### src/rtl/vga_pkg.sv
// Shared definitions for the VGA timing generator: output mode encodings,
// {R,G,B} colour selectors with their expansion to COLOR_W-bit channels,
// and the default 640x480@60 timing constants.
package vga_pkg;

   typedef enum logic [1:0] {
      MODE_EXT   = 2'd0,
      MODE_GRID  = 2'd1,
      MODE_BARS  = 2'd2,
      MODE_CHECK = 2'd3
   } mode_e;

   // Default 640x480@60 timing (pixels / lines)
   localparam int DEF_H_VISIBLE = 640;
   localparam int DEF_H_FP      = 16;
   localparam int DEF_H_SYNC    = 96;
   localparam int DEF_H_BP      = 48;
   localparam int DEF_V_VISIBLE = 480;
   localparam int DEF_V_FP      = 10;
   localparam int DEF_V_SYNC    = 2;
   localparam int DEF_V_BP      = 33;

   // Widest colour channel the expansion function supports
   localparam int MAX_COLOR_W = 8;

   // Colour selectors: one enable bit per channel, ordered {R,G,B}
   localparam logic [2:0] BLACK   = 3'b000;
   localparam logic [2:0] BLUE    = 3'b001;
   localparam logic [2:0] GREEN   = 3'b010;
   localparam logic [2:0] CYAN    = 3'b011;
   localparam logic [2:0] RED     = 3'b100;
   localparam logic [2:0] MAGENTA = 3'b101;
   localparam logic [2:0] YELLOW  = 3'b110;
   localparam logic [2:0] WHITE   = 3'b111;

   // Expands a selector to {R,G,B} with cw bits per channel, each enabled
   // channel at full scale. Result sits in the low 3*cw bits.
   function automatic logic [3*MAX_COLOR_W-1:0] colour(input logic [2:0] sel, input int cw);
      logic [3*MAX_COLOR_W-1:0] ch;
      logic [3*MAX_COLOR_W-1:0] res;
      ch  = {(3*MAX_COLOR_W){1'b1}} >> (3*MAX_COLOR_W - cw);
      res = sel[2] ? ch : '0;
      res = (res << cw) | (sel[1] ? ch : '0);
      res = (res << cw) | (sel[0] ? ch : '0);
      return res;
   endfunction

endpackage

### src/rtl/vga_pattern_gen.sv
// Combinational pixel colour source: external pass-through, grid, colour bars
// or checkerboard, selected by the frame-shadowed mode. No latency, no flow control.
// Ports: h_i/v_i pixel coordinate, mode_i shadowed mode, rgb_i external pixel, rgb_o colour.
module vga_pattern_gen
   import vga_pkg::*;
#(
   parameter int CNT_W     = 10,
   parameter int H_VISIBLE = DEF_H_VISIBLE,
   parameter int V_VISIBLE = DEF_V_VISIBLE,
   parameter int COLOR_W   = 2,
   parameter int GRID_STEP = 80
) (
   input  logic [CNT_W-1:0]     h_i,
   input  logic [CNT_W-1:0]     v_i,
   input  mode_e                mode_i,
   input  logic [3*COLOR_W-1:0] rgb_i,
   output logic [3*COLOR_W-1:0] rgb_o
);

   // Bar width degenerates to 1 for tiny test geometries so the divide stays legal
   localparam int BAR_W = (H_VISIBLE >= 8) ? (H_VISIBLE / 8) : 1;

   localparam logic [CNT_W-1:0] GRID_C = CNT_W'(GRID_STEP);
   localparam logic [CNT_W-1:0] BAR_C  = CNT_W'(BAR_W);
   localparam logic [CNT_W-1:0] H_LAST = CNT_W'(H_VISIBLE - 1);
   localparam logic [CNT_W-1:0] V_LAST = CNT_W'(V_VISIBLE - 1);
   localparam logic [CNT_W-1:0] BAR_MAX = CNT_W'(7);

   logic             grid_line;
   logic             border;
   logic [CNT_W-1:0] bar_idx;
   logic [2:0]       bar_sel;
   logic [2:0]       sel;

   always_comb begin
      grid_line = (((h_i % GRID_C) == '0) && (h_i != '0)) ||
                  (((v_i % GRID_C) == '0) && (v_i != '0));
      border    = (h_i == '0) || (h_i == H_LAST) || (v_i == '0) || (v_i == V_LAST);

      // Remainder pixels past the eighth bar stay in the last (black) bar
      bar_idx = h_i / BAR_C;
      bar_sel = (bar_idx > BAR_MAX) ? 3'd7 : bar_idx[2:0];

      sel = BLACK;
      case (mode_i)
         MODE_GRID:  sel = grid_line ? GREEN : (border ? WHITE : BLACK);
         MODE_BARS: begin
            case (bar_sel)
               3'd0:    sel = WHITE;
               3'd1:    sel = YELLOW;
               3'd2:    sel = CYAN;
               3'd3:    sel = GREEN;
               3'd4:    sel = MAGENTA;
               3'd5:    sel = RED;
               3'd6:    sel = BLUE;
               default: sel = BLACK;
            endcase
         end
         MODE_CHECK: sel = (h_i[0] ^ v_i[0]) ? WHITE : BLACK;
         default:    sel = BLACK;
      endcase

      rgb_o = (mode_i == MODE_EXT) ? rgb_i : (3*COLOR_W)'(colour(sel, COLOR_W));
   end

endmodule

### src/rtl/vga_timing_gen.sv
// VGA timing generator with clock divider, frame-shadowed pattern mode and a
// one-pixel registered output stage; latency one pixel (CLK_DIV clk); no backpressure,
// the DAC side always accepts. Ports: clk/rst, mode, rgb_in (combinational for cnt_h/cnt_v)
// in; pix_ce, cnt_h/cnt_v, vga_sync_h/v, vga_de, vga_rgb, frame_start, line_start out.
module vga_timing_gen
   import vga_pkg::*;
#(
   parameter int H_VISIBLE = DEF_H_VISIBLE,
   parameter int H_FP      = DEF_H_FP,
   parameter int H_SYNC    = DEF_H_SYNC,
   parameter int H_BP      = DEF_H_BP,
   parameter int V_VISIBLE = DEF_V_VISIBLE,
   parameter int V_FP      = DEF_V_FP,
   parameter int V_SYNC    = DEF_V_SYNC,
   parameter int V_BP      = DEF_V_BP,
   parameter int CNT_W     = 10,
   parameter int CLK_DIV   = 2,
   parameter bit H_POL     = 1'b0,
   parameter bit V_POL     = 1'b0,
   parameter int COLOR_W   = 2,
   parameter int GRID_STEP = 80
) (
   input  logic                 clk,
   input  logic                 rst,
   input  logic [1:0]           mode,
   input  logic [3*COLOR_W-1:0] rgb_in,
   output logic                 pix_ce,
   output logic [CNT_W-1:0]     cnt_h,
   output logic [CNT_W-1:0]     cnt_v,
   output logic                 vga_sync_h,
   output logic                 vga_sync_v,
   output logic                 vga_de,
   output logic [3*COLOR_W-1:0] vga_rgb,
   output logic                 frame_start,
   output logic                 line_start
);

   localparam int H_TOTAL = H_VISIBLE + H_FP + H_SYNC + H_BP;
   localparam int V_TOTAL = V_VISIBLE + V_FP + V_SYNC + V_BP;
   localparam int DIV_W   = (CLK_DIV > 1) ? $clog2(CLK_DIV) : 1;

   localparam logic [DIV_W-1:0] DIV_LAST = DIV_W'(CLK_DIV - 1);
   localparam logic [CNT_W-1:0] H_LAST   = CNT_W'(H_TOTAL - 1);
   localparam logic [CNT_W-1:0] V_LAST   = CNT_W'(V_TOTAL - 1);
   localparam logic [CNT_W-1:0] H_VIS_C  = CNT_W'(H_VISIBLE);
   localparam logic [CNT_W-1:0] V_VIS_C  = CNT_W'(V_VISIBLE);
   localparam logic [CNT_W-1:0] HS_START = CNT_W'(H_VISIBLE + H_FP);
   localparam logic [CNT_W-1:0] HS_END   = CNT_W'(H_VISIBLE + H_FP + H_SYNC);
   localparam logic [CNT_W-1:0] VS_START = CNT_W'(V_VISIBLE + V_FP);
   localparam logic [CNT_W-1:0] VS_END   = CNT_W'(V_VISIBLE + V_FP + V_SYNC);

   logic [DIV_W-1:0]     div_q, div_d;
   logic [CNT_W-1:0]     cnt_h_q, cnt_h_d;
   logic [CNT_W-1:0]     cnt_v_q, cnt_v_d;
   mode_e                mode_q, mode_d;
   logic                 sync_h_q, sync_h_d;
   logic                 sync_v_q, sync_v_d;
   logic                 de_q, de_d;
   logic [3*COLOR_W-1:0] rgb_q, rgb_d;
   logic                 fs_q, fs_d;
   logic                 ls_q, ls_d;

   logic                 h_wrap;
   logic [3*COLOR_W-1:0] pat_rgb;

   // Gated with rst so the strobe is low throughout reset even when CLK_DIV=1
   assign pix_ce = ~rst & (div_q == DIV_LAST);

   vga_pattern_gen #(
      .CNT_W     (CNT_W),
      .H_VISIBLE (H_VISIBLE),
      .V_VISIBLE (V_VISIBLE),
      .COLOR_W   (COLOR_W),
      .GRID_STEP (GRID_STEP)
   ) u_pattern (
      .h_i    (cnt_h_q),
      .v_i    (cnt_v_q),
      .mode_i (mode_q),
      .rgb_i  (rgb_in),
      .rgb_o  (pat_rgb)
   );

   always_comb begin
      div_d = (div_q == DIV_LAST) ? '0 : div_q + 1'b1;

      h_wrap  = (cnt_h_q == H_LAST);
      cnt_h_d = h_wrap ? '0 : cnt_h_q + 1'b1;
      cnt_v_d = cnt_v_q;
      if (h_wrap) begin
         cnt_v_d = (cnt_v_q == V_LAST) ? '0 : cnt_v_q + 1'b1;
      end

      // Mode is only taken on the last pixel of a frame, so (0,0) onwards uses it
      mode_d = (h_wrap && (cnt_v_q == V_LAST)) ? mode_e'(mode) : mode_q;

      de_d     = (cnt_h_q < H_VIS_C) && (cnt_v_q < V_VIS_C);
      sync_h_d = ((cnt_h_q >= HS_START) && (cnt_h_q < HS_END)) ? H_POL : ~H_POL;
      sync_v_d = ((cnt_v_q >= VS_START) && (cnt_v_q < VS_END)) ? V_POL : ~V_POL;
      rgb_d    = de_d ? pat_rgb : '0;
      fs_d     = (cnt_h_q == '0) && (cnt_v_q == '0);
      ls_d     = (cnt_h_q == '0) && (cnt_v_q < V_VIS_C);
   end

   always_ff @(posedge clk or posedge rst) begin
      if (rst) begin
         div_q    <= '0;
         cnt_h_q  <= '0;
         cnt_v_q  <= '0;
         mode_q   <= MODE_EXT;
         sync_h_q <= ~H_POL;
         sync_v_q <= ~V_POL;
         de_q     <= 1'b0;
         rgb_q    <= '0;
         fs_q     <= 1'b0;
         ls_q     <= 1'b0;
      end else begin
         div_q <= div_d;
         if (pix_ce) begin
            cnt_h_q  <= cnt_h_d;
            cnt_v_q  <= cnt_v_d;
            mode_q   <= mode_d;
            sync_h_q <= sync_h_d;
            sync_v_q <= sync_v_d;
            de_q     <= de_d;
            rgb_q    <= rgb_d;
            fs_q     <= fs_d;
            ls_q     <= ls_d;
         end
      end
   end

   assign cnt_h       = cnt_h_q;
   assign cnt_v       = cnt_v_q;
   assign vga_sync_h  = sync_h_q;
   assign vga_sync_v  = sync_v_q;
   assign vga_de      = de_q;
   assign vga_rgb     = rgb_q;
   assign frame_start = fs_q;
   assign line_start  = ls_q;

endmodule

### config.mk
export PLATFORM = sky130hd
export DESIGN_NAME = vga_timing_gen
export DESIGN_NICKNAME = d
export VERILOG_FILES = /design/src/rtl/vga_pkg.sv /design/src/rtl/vga_pattern_gen.sv /design/src/rtl/vga_timing_gen.sv
export SDC_FILE = /design/constraint.sdc
export NUM_CORES = 1
export LEC_CHECK = 0
export CORE_MARGIN = 8
export CORE_UTILIZATION = 45
export DETAILED_ROUTE_END_ITERATION = 12
export HOLD_SLACK_MARGIN = 0.03
export MAX_ROUTING_LAYER = met4
export PLACE_DENSITY = 0.68
export SYNTH_ARGS = -nofsm -noshare
export SYNTH_HDL_FRONTEND = slang
export SYNTH_SLANG_ARGS = --single-unit
### constraint.sdc
create_clock -name clk -period 3.5 [get_ports clk]
set_input_delay 0.875 -clock clk [delete_from_list [all_inputs] [get_ports clk]]
set_output_delay 0.875 -clock clk [all_outputs]
set_load 0.05 [all_outputs]
# Word-level counts from Yosys, hierarchy flattened
# Index checks and enable logic that the tools add are counted.
dict set report word_totals {
  regBits 34
  latchBits 0
  ramBits 0
  romBits 0
  in_bits 10
  output_inout_bits 32
  wordCells 79
  n_memories 0
}
dict set report classes {
  n_addsub 3
  multipliers 0
  n_div 3
  order_cmp 7
  eq_ne 13
  shifts 0
  n_mux 16
  bitwise_logic 5
  reduce_logical 22
}
# operator n
set ops {}
lappend ops {{zero test 10 bit} 4}
lappend ops {{== test 10 bit, second input constant} 3}
lappend ops {{case mux 3 bit (7 select lines)} 1}
lappend ops {{adder 10 x 1 -> 10 bit, second input constant} 2}
lappend ops {{< comparator 10 bit, second input constant} 2}
lappend ops {{< comparator 10 x 9 -> 1 bit, second input constant} 2}
lappend ops {{remainder unit 10 x 7 -> 10 bit, second input constant} 2}
lappend ops {{two-way mux 10 bit} 2}
lappend ops {{nonzero test 10 bit} 2}
lappend ops {{two-way mux 3 bit} 4}
lappend ops {{two-way mux 6 bit} 2}
lappend ops {{divider 10 x 7 -> 10 bit, second input constant} 1}
lappend ops {{== test 10 x 9 -> 1 bit, second input constant} 1}
lappend ops {{>= comparator 10 bit, second input constant} 1}
lappend ops {{>= comparator 10 x 9 -> 1 bit, second input constant} 1}
lappend ops {{> comparator 10 x 3 -> 1 bit, second input constant} 1}
lappend ops {{== test 3 bit, second input constant} 3}
lappend ops {{case mux 3 bit (3 select lines)} 1}
lappend ops {{logical AND 1 bit} 8}
lappend ops {{== test 3 x 2 -> 1 bit, second input constant} 2}
lappend ops {{two-way mux 2 bit} 3}
lappend ops {{OR 6 bit} 1}
lappend ops {{== test 2 bit, second input constant} 2}
lappend ops {{logical OR 1 bit} 4}
lappend ops {{other kinds (11)} 14}

# Depth between registers and ports, before layout
# Gate-level depths: netlist of run 1.
dict set report depth {
  depth_word 12
  mapped_depth 9
  mapped_depth_nobuf 8
}

# Cells and area by module
# Synthesis of run 1 repeated with hierarchy kept, for this count alone.
dict set report unflattened {
  cells_unflattened 277
  hier_area_um2 2456.1
}
# mod instances cells_per_inst area_each_um2 seq_area_each_um2
set modules_own_cells {}
lappend modules_own_cells {vga_timing_gen 1 156 1714.1 853.3}
lappend modules_own_cells {vga_pattern_gen 1 121 742.0 0.0}

# Worst setup path before layout of run 1
# OpenSTA, ideal clock, no wires.
dict set report synth_path {
  kind {input -> register}
  start {input rst}
  end {register cnt_v_q[9], in the netlist cnt_v[9]}
  setup_ns 0.138
  t_arrival_ns 2.472
  required_time_ns 3.362
  slack_ns 0.890
  stages 8
  path_buffers 2
  cell_sequence {nand2b_1 -> buf_2 -> or4_4 -> buf_6 -> or3_4 -> nor2_4 -> xnor2_1 -> a21oi_2}
}
dict set report synth_via {
  elab_chain_cells 3
}
# item line_no
set synth_rtl {}
lappend synth_rtl {{start: declaration} vga_timing_gen.sv:24} ;# input logic rst,
lappend synth_rtl {{inverter 1 bit} vga_timing_gen.sv:67} ;# assign pix_ce = ~rst & (div_q == DIV_LAST);
lappend synth_rtl {{bitwise AND 1 bit} vga_timing_gen.sv:67}
lappend synth_rtl {{AND reduction 2 bit (no source line)} -}
lappend synth_rtl {{end signal: assignment} vga_timing_gen.sv:120} ;# cnt_v_q <= cnt_v_d;
lappend synth_rtl {{end: declaration} vga_timing_gen.sv:54} ;# logic [CNT_W-1:0] cnt_v_q, cnt_v_d;
# No other way between the ends.
# A chain may end at the register's enable or synchronous reset.

# Worst setup path in the final report of run 1
dict set report layout_path {
  start {input rst}
  end {output pix_ce}
}
dict set report layout_via {
  elab_chain_cells 2
}
# item line_no
set layout_rtl {}
lappend layout_rtl {{inverter 1 bit} vga_timing_gen.sv:67}
lappend layout_rtl {{bitwise AND 1 bit} vga_timing_gen.sv:67}
lappend layout_rtl {{end: declaration} vga_timing_gen.sv:27} ;# output logic pix_ce,
# No other way between the ends.

==> impl_metrics.toml, run 1 <==
[timing]
fin_tns_setup_ps = 0
rsz0062_at_grt = "false"
final-hold-violation-count = 0
setup_viol = 0
finalCriticalPeriod_ps = 3001
relSlewSlack_pct = 54.49
finalCritPeriodShare_pct = 85.73
fmax_mhz = 333.3
worst_pin_slew_ps = 682.6
finClkSkew_ps = 4.776
slew_viol_final = 0

[synth]
synth_top_area_cell = "dfrtp_1"
synth_warnings = 0
synth_edf_count = 0
ys_async_sr_fraction_pct = 100.0
post-synth-top-count-cell = "dfrtp_1"
syn_inst = 276
ys_seq_area_share_pct = 35.45
synth-main-ff-cell = "dfrtp_1"
synth_area_per_cell_um2 = 8.722
syn_area_mm2 = 0.002407
yosys.area.top_type_share_pct = 33.26
yosys-top-cells-area = "dfrtp_1, o21ai_0, nand2_1"
ys_top_cells_by_count = "dfrtp_1, nand2_1, o21ai_0"
synthDistinctLibCells = 60
synth-seq-cells = 34
syn_nets = 291

[pwr]
p_per_area_mw_per_mm2 = 432.3
ir_drop_uv = 363.1
leakagePower_nw = 1.108
power.total_mw = 1.262

[setup_path]
worstPathArrival_ps = 2130
start_kind = "primary input"
criticalPathCategory = "primary input to output port"
cp_max_fo = 6
setup.worst_path.end_class = "output port"
worstPathRequired_ps = 2620

[cts]
cts_buffers = 5
cts_root_buf = "clkbuf_8"
cts-hold-fix-buffers = 0
cts_resized = 0
cts.sinks = 34
cts_tree = "built"
clk_pin_slew_ps = 70
cts_setup_buffers = 0
clock_latency_ps = 290
clk_path_buf_depth = 2
htree_levels = 2

[layout]
num_antenna_cells = 0
areaGrowthSynthToFinish_pct = 21.26
nets = 325
drive_above_1_share_pct = 11.25
fillers = 506

[global_route]
grt_overflow = 0
grt_pass1_wl_um = 10180
grt_antenna_before_repair = 0
grt_pass1_vias = 2081
grt_usage_pct = 16.70
grt_max_degree = 35

[route]
drc = 0
ant_nets = 0
vias_per_cell = 5.685
finalWirelength_um = 5973
post_drt_wl_per_cell_um = 15.68
vias = 2166
firstDrtPassIters = 4
drt-initial-drc-count = 133

[floorplanning]
core_area_mm2 = 0.005140
start_util_pct = 46.84
io_pins = 42
dieHeight_um = 89.14
fp-row-count = 26
die_x_um = 89.14
dieArea_mm2 = 0.007946

[placement]
portBuffers = 41
hpwlAfterDp_um = 4405
place.gp.congestion = 0.8308

[min_path]
hold_class = "flip-flop to flip-flop"

[run]
drv_cap = 0

[outcome]
status = "complete, no violations"
cells in the final DEF (no fill, tap or decap), types with 6 or more instances in the layout:
cell type        synthesis  layout
clkdlybuf4s50_1          0      40
dfrtp_1                 32      32
nand2_1                 31      31
o21ai_0                 27      27
nor2_1                  14      14
xnor2_1                 12      12
inv_1                   11      11
a21oi_1                 11      11
nor2b_1                  7       7
nor3_1                   7       7
nand2b_1                 6       6
nand3_1                  6       6
clkbuf_8                 2       6
buf_4                    2       6
power breakdown:
part	total, mW	internal [mW]	switching (mW)
clock	0.378	0.232	0.146
combinational	0.383	0.140	0.244
sequential	0.501	0.429	0.0721
total	1.26	0.800	0.462
kinds of logic after synthesis:
| logic type | after synthesis | synth area share (%) |
|---|---|---|
| AND/OR/NAND/NOR | 116 | 28.12 |
| AO/OA/AOI/OAI | 72 | 19.33 |
| flip-flops | 34 | 35.45 |
| buffers and inverters | 31 | 7.588 |
| XOR/XNOR | 14 | 5.094 |
| adder cells (fa/ha/maj) | 5 | 2.599 |
| multiplexers | 4 | 1.819 |
routing by layer:
layer  global-route usage (%)  routed length [µm]
met2                    24.98                2712
met3                    4.044                 394
met4                    4.683                  61
met5                        -                   0
met1                    21.85                2805
flip-flops by register name, summed over array words and instances, names as in the netlist:
register / flops
cnt_h: 10
vga_sync_h: 1
cnt_v: 10
div_q: 1
vga_de: 1
vga_sync_v: 1
vga_rgb: 6
line_start: 1
frame_start: 1
mode_q: 2
cell type report:
| class | instances | area, µm² | share of cell area (%) |
|---|---|---|---|
| Clock buffer | 7 | 86.33 | 2.958 |
| Sequential cell | 34 | 853.3 | 29.23 |
| Timing Repair Buffer | 46 | 445.4 | 15.26 |
| Clock inverter | 1 | 30.03 | 1.029 |
| Tap cell | 70 | 87.58 | 3.000 |
| Inverter | 12 | 45.04 | 1.543 |
| Multi-Input combinational cell | 211 | 1371 | 46.98 |
worst max-delay path: stages:
cell and delay [ps]:
clkdlybuf4s50_1 520, nand2b_1 260, clkinv_1 220, buf_4 240
per-stage QoR:
| step | hold slack, ps | worst slack [ps] | instances | util [%] | instance area [µm²] |
|---|---|---|---|---|---|
| global placement | 424.1 | 443.6 | 373 | 54.53 | 2803 |
| global route | 486.5 | 349.9 | 381 | 56.79 | 2919 |
| CTS | 443.4 | 480.5 | 381 | 56.79 | 2919 |
| detailed placement | 426.9 | 427.2 | 373 | 54.53 | 2803 |
| floorplan | 409.1 | 889.7 | 276 | - | 2407 |
| finish | 444.2 | 499.3 | 381 | 56.79 | 2919 |
path summary, 6_finish.rpt:
kind	startpoint	to	slack, ps	cells after the start
worst max-delay path	rst	pix_ce	500	4
worst min-delay path	div_q$_DFF_PP0_	div_q$_DFF_PP0_	440	1
worst max register to register	cnt_v[0]$_DFFE_PP0P_	vga_rgb[0]$_DFFE_PP0P_	810	7
worst min register to register	div_q$_DFF_PP0_	div_q$_DFF_PP0_	440	1
max in group asynchronous	rst	vga_sync_h$_DFFE_PP1P_	2100	3
min in group asynchronous	rst	vga_rgb[1]$_DFFE_PP0P_	1060	3
Power figures use the tool's default switching activity.
==> inputs of run 2 (changes only) <==
- CORE_ASPECT_RATIO: not set -> 0.5
==> impl_metrics.toml, run 2 (synthesis results as in run 1) <==
[outcome]
status = "complete, no violations"

[cts]
cts_tree = "built"
htree_levels = 2
clk_path_buf_depth = 2
cts_root_buf = "clkbuf_8"
cts.sinks = 34
cts_resized = 0
cts_setup_buffers = 0
cts_buffers = 5
cts-hold-fix-buffers = 0
clk_pin_slew_ps = 80
clock_latency_ps = 280

[timing]
rsz0062_at_grt = "false"
finalCriticalPeriod_ps = 2916
relSlewSlack_pct = 52.02
fin_ws_ps = 583.9
finClkSkew_ps = 10.43
setup_viol = 0
fmax_mhz = 342.9
final-hold-violation-count = 0
worst_pin_slew_ps = 719.6
whs_ps = 467.1
fin_tns_setup_ps = 0
finalCritPeriodShare_pct = 83.32
slew_viol_final = 0

[floorplanning]
fp-row-count = 18
core_area_mm2 = 0.005045
die_x_um = 119.4
start_util_pct = 47.72
dieArea_mm2 = 0.008088
dieHeight_um = 67.72
io_pins = 42

[setup_path]
worst_r2r_endpoint = "vga_rgb[0]$_DFFE_PP0P_"
start_kind = "flip-flop"
crit_family = "buffers and inverters"
r2r_start = "cnt_v[0]$_DFFE_PP0P_"
worstPathRequired_ps = 2620
cp_max_fo = 26
cpMaxStageDelayCell = "clkdlybuf4s50_1"
crit_path_cell_trace = "clkdlybuf4s50_1"
setup.worst_path.end_class = "output port"
criticalPathCategory = "flip-flop to output port"
reg2reg_setup_slack_ps = 710
endpoint = "cnt_h[8]"
cp.depth = 1
cp.buffers_inverters = 1
reg2regPathDepth = 7
slowest_delay_ps = 940
worstPathArrival_ps = 2040
startpoint = "cnt_h[8]$_DFFE_PP0P_"

[route]
drt-initial-drc-count = 175
ant_nets = 0
post_drt_wl_per_cell_um = 16.27
vias_per_cell = 5.618
firstDrtPassIters = 4
vias = 2146
drc = 0
finalWirelength_um = 6216

[global_route]
grt_pass1_wl_um = 10650
grt_pass1_vias = 2147
grt_overflow = 0
grt_usage_pct = 16.64
grt_antenna_before_repair = 0
grt_max_degree = 27

[min_path]
hold_class = "flip-flop to flip-flop"
whs_path_depth = 1

[placement]
place.gp.congestion = 0.8873
portBuffers = 41
hpwlAfterDp_um = 4622
dp_slack_ps = 509.6

[pwr]
comb_power_share_pct = 32.1
p_per_area_mw_per_mm2 = 410.5
p_sw_mw = 0.4637
p_int_mw = 0.7275
p_clk_share_pct = 25.8
ir_drop_uv = 213.2
power_frac_seq_pct = 42.1
leakagePower_nw = 1.103
power.share.switching_pct = 38.92

[layout]
drive_above_1_share_pct = 11.54
areaGrowthSynthToFinish_pct = 20.53
nets = 326
layout_commonest_cell = "clkdlybuf4s50_1"
num_antenna_cells = 0
utilization_pct = 57.51
final_cell_mix = "clkdlybuf4s50_1, dfrtp_1, nand2_1"

[run]
drv_cap = 0
-- run 2: changes by cell type in the layout (fill, tap and decap cells not counted), sizes merged --
cell	before	now
bufinv	1	0
buf	6	7
clkinv	1	2
-- run 2: stage by stage --
stage                     area [µm²]  power (mW)  std cells
after CTS                       2902       1.197        382
after detailed placement        2810      0.8927        374
final                           2902       1.191        382
after global routing            2902       1.255        382
after floorplan                 2407      0.7624        276
after global placement          2810      0.8900        374
-- run 2: area by class of cell --
| cell class | count | area (µm²) |
|---|---|---|
| tap | 70 | 87.58 |
| sequential | 34 | 853.3 |
| inverter | 12 | 45.04 |
| clock buffer | 7 | 86.33 |
| fill | 484 | 2143 |
| timing repair buffer | 47 | 452.9 |
| multi-input combinational | 211 | 1371 |
| clock inverter | 1 | 5.005 |
-- run 2: worst min-delay path by stage --
stage	from	to	slack, ps
floorplan	div_q$_DFF_PP0_	div_q$_DFF_PP0_	410
global placement	div_q$_DFF_PP0_	div_q$_DFF_PP0_	430
detailed placement	div_q$_DFF_PP0_	div_q$_DFF_PP0_	450
CTS	div_q$_DFF_PP0_	div_q$_DFF_PP0_	470
global route	vga_sync_v$_DFFE_PP1P_	vga_sync_v$_DFFE_PP1P_	480
finish	div_q$_DFF_PP0_	div_q$_DFF_PP0_	470
-- run 2: routing by layer --
metal  track usage [%]  part of all wire (%)
met4             4.006                  0.85
met3             3.078                   3.8
met1             21.49                    50
met5                 -                     0
met2             26.75                    45
-- run 2: power groups by stage --
stage	sequential (mW)	clock, mW	combinational [mW]
floorplan	0.604	0	0.159
global placement	0.509	0	0.381
detailed placement	0.508	0	0.384
CTS	0.502	0.309	0.386
global route	0.513	0.327	0.415
finish	0.502	0.307	0.382
